--- src/rtl/small_alu_pack.sv ---
// Pipelined small-secret coefficient multiplier: three mod-2^LOGQ products per sample,
// optional negation and optional per-lane accumulation, out_valid exactly LAT cycles after accept.
module small_alu_pack #(
  parameter int LOGQ   = 13,
  parameter int SW     = 4,
  parameter int LAT    = 4,
  parameter int ACC_EN = 1
) (
  input  logic            clk,
  input  logic            rst,
  input  logic            in_valid,
  input  logic [LOGQ-1:0] a0,
  input  logic [LOGQ-1:0] a1,
  input  logic [SW-1:0]   s0,
  input  logic [SW-1:0]   s1,
  input  logic            neg,
  input  logic            acc_clr,
  output logic            out_valid,
  output logic [LOGQ-1:0] r0,
  output logic [LOGQ-1:0] r1,
  output logic [LOGQ-1:0] r2
);

  typedef struct packed {
    logic            v;
    logic            clr;
    logic [LOGQ-1:0] p0;
    logic [LOGQ-1:0] p1;
    logic [LOGQ-1:0] p2;
  } stage_t;

  // Signed product of an unsigned coefficient and a sign-magnitude secret; -0 negates 0 to 0.
  function automatic logic [LOGQ-1:0] smul(input logic [LOGQ-1:0] a, input logic [SW-1:0] s);
    logic [LOGQ-1:0] m;
    m = LOGQ'(a * {{(LOGQ-SW+1){1'b0}}, s[SW-2:0]});
    if (s[SW-1]) smul = {LOGQ{1'b0}} - m;
    else         smul = m;
  endfunction

  logic            v_r;
  logic            clr_r;
  logic            neg_r;
  logic [LOGQ-1:0] a0_r;
  logic [LOGQ-1:0] a1_r;
  logic [SW-1:0]   s0_r;
  logic [SW-1:0]   s1_r;
  stage_t          prod_s;
  stage_t          pipe [LAT-1];
  stage_t          last_s;

  always_ff @(posedge clk or posedge rst) begin
    if (rst) begin
      v_r   <= 1'b0;
      clr_r <= 1'b0;
      neg_r <= 1'b0;
      a0_r  <= {LOGQ{1'b0}};
      a1_r  <= {LOGQ{1'b0}};
      s0_r  <= {SW{1'b0}};
      s1_r  <= {SW{1'b0}};
    end else begin
      v_r   <= in_valid;
      clr_r <= acc_clr;
      neg_r <= neg;
      a0_r  <= a0;
      a1_r  <= a1;
      s0_r  <= s0;
      s1_r  <= s1;
    end
  end

  always_comb begin
    prod_s     = '0;
    prod_s.v   = v_r;
    prod_s.clr = clr_r;
    prod_s.p0  = smul(a0_r, s0_r);
    prod_s.p1  = smul(a0_r, s1_r) + smul(a1_r, s0_r);
    prod_s.p2  = smul(a1_r, s1_r);
    if (neg_r) begin
      prod_s.p0 = {LOGQ{1'b0}} - prod_s.p0;
      prod_s.p1 = {LOGQ{1'b0}} - prod_s.p1;
      prod_s.p2 = {LOGQ{1'b0}} - prod_s.p2;
    end else begin
      prod_s.p0 = prod_s.p0;
    end
  end

  // Delay line padding the datapath out to LAT cycles; bubbles travel as v=0 entries.
  always_ff @(posedge clk or posedge rst) begin
    if (rst) begin
      for (int i = 0; i < LAT-1; i++) pipe[i] <= '0;
    end else begin
      pipe[0] <= prod_s;
      for (int i = 1; i < LAT-1; i++) pipe[i] <= pipe[i-1];
    end
  end

  assign last_s = pipe[LAT-2];

  always_ff @(posedge clk or posedge rst) begin
    if (rst) begin
      out_valid <= 1'b0;
      r0        <= {LOGQ{1'b0}};
      r1        <= {LOGQ{1'b0}};
      r2        <= {LOGQ{1'b0}};
    end else if (last_s.v) begin
      out_valid <= 1'b1;
      if (ACC_EN == 0 || last_s.clr) begin
        r0 <= last_s.p0;
        r1 <= last_s.p1;
        r2 <= last_s.p2;
      end else begin
        r0 <= r0 + last_s.p0;
        r1 <= r1 + last_s.p1;
        r2 <= r2 + last_s.p2;
      end
    end else begin
      out_valid <= 1'b0;
    end
  end

endmodule
--- config.mk ---
export PLATFORM = sky130hd
export DESIGN_NAME = small_alu_pack
export DESIGN_NICKNAME = d
export VERILOG_FILES = /design/src/rtl/small_alu_pack.sv
export SDC_FILE = /design/constraint.sdc
export NUM_CORES = 1
export LEC_CHECK = 0
export CORE_MARGIN = 4
export CORE_UTILIZATION = 60
export CTS_CLUSTER_SIZE = 20
export DETAILED_ROUTE_END_ITERATION = 7
export GPL_TIMING_DRIVEN = 0
export PLACE_DENSITY = 0.8
export SETUP_SLACK_MARGIN = 0.3
export SLEW_MARGIN = 20
export SYNTH_ARGS = -nofsm -noshare
export SYNTH_HDL_FRONTEND = slang
export SYNTH_SLANG_ARGS = --single-unit
--- constraint.sdc ---
create_clock -name clk -period 10 [get_ports clk]
set_input_delay 2 -clock clk [delete_from_list [all_inputs] [get_ports clk]]
set_output_delay 2 -clock clk [all_outputs]
set_load 0.005 [all_outputs]
==> impl_results.md <==
* Final estimated routing congestion in global placement at 0.889
* Drt pass-1 iters at 7
* Cell Rows at 53
* Final-report setup violation count at 0
* Chip Height at 154 microns
* Routed wire length at 26800 microns
* Total global routing track utilization at 23.4%
* Critical Path Start: s1_r[0]
* Unrepaired setup endpoints after global routing: no
* Number of H-tree branching levels at 4
* Period utilization at 62.7%
* I/O Buffers at 78
* Time the worst path needs with I/O delays and setup at 6.27 ns
* Number of slew-limit violations in the final report at 0
* Antenna diode count at 0
* Flip-flop and latch count after synthesis at 200
* Number of endpoints with negative hold slack in the final report at 0
* Number of DRC violations after detailed-routing iteration 0 at 542
* Source-to-sink clock delay at the later pin of the worst-skew pair at 0.45 ns
* Worst vdd ir at 0.134 mV
* Max Cap Violations at 0
* Portion of the post-synthesis area used by sequential elements at between 30% and 40%
* Vias in the first global route at between 9000 and 10000
* Clock Pin Slew Worst Setup and Hold Paths at 0.09 ns
* Leakage power at roughly 7 nW
* Crit-path slowest cell: sky130_fd_sc_hd__or4_1
* Clock Power Share at 19.3%
* Number of buffers inserted during clock tree synthesis at 17
* I/O pin total at 79
* Logic pwr share at 48.3%
* # DRC at 0
* Register-to-Register Path Depth at 24
* Quantity of hold-fixing buffers added after cts at 0
* Number of fill cells at 1624
* WL per Instance at between 15 and 20 microns
* Worst min-delay path class: flip-flop to flip-flop
* Internal power contribution at around 2.4 mW
* Switching part of the total power at 39.4%
* Final worst clock skew at approximately 0.014 ns
* Primary FF master, synth: sky130_fd_sc_hd__dfrtp_1
* TritonCTS clock tree: built
* Headroom to the max-slew limit at 51.4%
* Capture point of the worst path: pipe[107]
* Worst path required time at roughly 10 ns
* Signal arrival time at the worst endpoint at 6.64 ns
* Number of antenna violations at the first check in global routing at 0
* Worst Path Class, Setup: flip-flop to flip-flop
* Number of enable-type register cells in the synthesized netlist at 0
* PD cells at 267 nW/um^2
* Number of nets produced by synthesis at 1520
* Via count at 9639
* CTS Buffer Depth at 2
* Antenna viol nets, final at 0
* Post-detailed-route via-to-cell ratio at 5.60
* Crit-path max FO at 10
* Number of instances in the synthesized netlist at 1334
* Switching power of the nets at 1.54 mW
* Area Overhead vs Synth at 14.2%
* Largest net degree at the start of global routing at 108
* Setup Total Neg Slack at 0 ns
* Most frequent standard cell in the layout excluding fill and tap cells: sky130_fd_sc_hd__dfrtp_1
* Warnings from Yosys at 0
* Mean instance size in the synthesized netlist at 9.60 sq um
* Delay of the slowest cell on the worst path at 0.51 ns
* Overall die width at 154 microns
* Slew @ Worst Pin at around 0.73 ns
* Critical path capture point type: flip-flop
* Share of Yosys cell area claimed by the top area cell type at around two fifths
* Floorplan Core Area at 21000 sq um
* Half-perimeter wire length after detailed placement at 20000 microns
* Synth cell types at between 60 and 70
* Share of power burned in registers at 32.4%
* Destination of the worst register-to-register timing path: pipe[107]
* Most frequent cell on the critical path: sky130_fd_sc_hd__xnor2_1
* CTS resizes at 0
* Net count reported at finish at approximately 1600
* Worst reg-to-reg setup slack at 3.73 ns
* Top post-synthesis cells by area: sky130_fd_sc_hd__dfrtp_1, sky130_fd_sc_hd__ha_1, sky130_fd_sc_hd__xnor2_1
* Ratio of cells with drive above 1 in the final layout at 3.18%
* Share of flip-flops with an asynchronous set or reset after synthesis at 100%
* Post-synthesis instance area at 12800 sq um
* Overall die area at 23800 sq um
* Remaining Overflow, GRT at 0
* Crit-path cells: clkbuf_1 > clkbuf_1 > nand2_1 > fa_1 > inv_1 > ha_1 > fa_1 > a21o_1 > a21oi_1 > nor2_1 > or4_1 > o311ai_1 > nand2b_1 > or4_1 > nand2_1 > xnor2_1 > ha_1 > nor2b_1 > a41o_1 > nor2_1 > xnor2_1 > or2_2 > o31ai_1 > xnor2_1
* Wire length of the first global-routing pass at roughly 45000 microns
* Crit start category: flip-flop
* Initial core utilization at between 60 and 70%
* Highest Clock Rate at 0.159 GHz
* Cell at the root of the clock tree: sky130_fd_sc_hd__clkbuf_16
* Share of the core filled with cells in the final layout at 69.6%
* Post-CTS Setup Bufs at 0
* Number of clock sinks at 200
* Cell type with the highest aggregate area in the netlist: sky130_fd_sc_hd__dfrtp_1
* Start of the worst register-to-register path: s1_r[0]
* Status: complete, no violations
* Most frequent cells in the layout: sky130_fd_sc_hd__dfrtp_1, sky130_fd_sc_hd__nand2_1, sky130_fd_sc_hd__inv_1, sky130_fd_sc_hd__xnor2_1, sky130_fd_sc_hd__nor2_1
[power by group through the flow]
stage	registers (mW)	clock network [mW]	logic, mW
after floorplan	1.23	0	1.43
after global placement	1.26	0	1.79
after detailed placement	1.28	0	1.86
after CTS	1.27	0.769	1.88
after global routing	1.30	0.804	2.11
final	1.27	0.755	1.89
[flip-flops by register name (all words and copies together) (netlist names), 4 cells and up]
signal and count:
a0_r 13, a1_r 13, last_s 41, pipe 82, r0 13, r1 13
r2 13, s0_r 4, s1_r 4
[metal layers]
layer | vias to the layer above | share of wire, % | global-route usage (%)
met5 | - | 0 | 0
met4 | 0 | 3.3 | 8.79
met3 | 65 | 4.7 | 3.66
met2 | 248 | 50 | 40.1
met1 | 4660 | 42 | 30.0
li1 | 4666 | - | -
[cell usage after synthesis (4+ instances only)]
master                      count
sky130_fd_sc_hd__nor2b_1       19
sky130_fd_sc_hd__and2_1        20
sky130_fd_sc_hd__a31oi_1        7
sky130_fd_sc_hd__mux2i_1       14
sky130_fd_sc_hd__ha_1          99
sky130_fd_sc_hd__o31ai_1       14
sky130_fd_sc_hd__or4_1          5
sky130_fd_sc_hd__a21o_1        17
sky130_fd_sc_hd__clkbuf_1      33
sky130_fd_sc_hd__a211oi_1       8
sky130_fd_sc_hd__nor3b_1        4
sky130_fd_sc_hd__nand2b_1      17
sky130_fd_sc_hd__dfrtp_1      200
sky130_fd_sc_hd__xnor2_1      113
sky130_fd_sc_hd__buf_1          5
sky130_fd_sc_hd__o21ai_0       52
sky130_fd_sc_hd__fa_1          48
sky130_fd_sc_hd__nor2_1       100
sky130_fd_sc_hd__and3_1         6
sky130_fd_sc_hd__o31ai_2        4
sky130_fd_sc_hd__o2bb2ai_1      5
sky130_fd_sc_hd__xor2_1        35
sky130_fd_sc_hd__a21oi_1       79
sky130_fd_sc_hd__nor3_1        17
sky130_fd_sc_hd__o21a_1        13
sky130_fd_sc_hd__inv_1        114
sky130_fd_sc_hd__o21bai_1       7
sky130_fd_sc_hd__or3_1         13
sky130_fd_sc_hd__o41ai_1        6
sky130_fd_sc_hd__o31a_1        11
sky130_fd_sc_hd__nand3_1       13
sky130_fd_sc_hd__nand2_1      183
sky130_fd_sc_hd__nand3b_1       4
[worst min path at each step]
stage	startpoint	to	slack [ns]	depth (start not counted)
final	pipe[47]	last_s[6]	0.34	0
after global routing	pipe[59]	last_s[18]	0.36	0
after CTS	pipe[87]	pipe[46]	0.35	0
after detailed placement	pipe[67]	last_s[26]	0.33	0
after global placement	pipe[63]	last_s[22]	0.33	0
after floorplan	pipe[41]	last_s[0]	0.33	0
[critical path, delay by kind of cell, from the launching register on]
kind,cells,cell delay [ns]
AO/OA/AOI/OAI,5,1.12
XOR/XNOR,3,0.38
adder cells (fa/ha/maj),4,1.44
buffers and inverters,3,0.93
flip-flops,1,0.33
AND/OR/NAND/NOR,9,2.02
[area by class of cell]
class | instances | area, sq um | area share (%)
Timing Repair Buffer | 79 | 808 | 5.52
Tap cell | 275 | 344 | 2.35
Sequential cell | 200 | 5000 | 34.2
Multi-Input combinational cell | 982 | 7240 | 49.4
Inverter | 114 | 435 | 2.98
Buffer | 38 | 143 | 0.975
Clock inverter | 15 | 236 | 1.62
Clock buffer | 17 | 425 | 2.91
[per-stage QoR]
stage	cells	total power [mW]	hold WS [ns]	setup slack, ns	area (sq um)
after floorplan	1334	2.66	0.331	2.55	12800
after global placement	1687	3.05	0.331	0.468	13900
after detailed placement	1688	3.13	0.335	3.89	14000
after CTS	1720	3.92	0.348	3.77	14600
after global routing	1720	4.22	0.357	3.40	14600
final	1720	3.91	0.344	3.73	14600
[cells by family (layout without fill, tap and decap cells)]
group           after synthesis  count (layout)  share of synthesized area [%]
compound gates              254             254                           13.1
buf+inv                     152             263                           4.45
simple gates                418             418                           14.8
flops                       200             200                           39.1
mux                          14              14                           1.09
fa+ha+maj                   147             147                           17.2
xor+xnor                    149             149                           10.3
No activity file was read; power rests on OpenSTA's default activity.
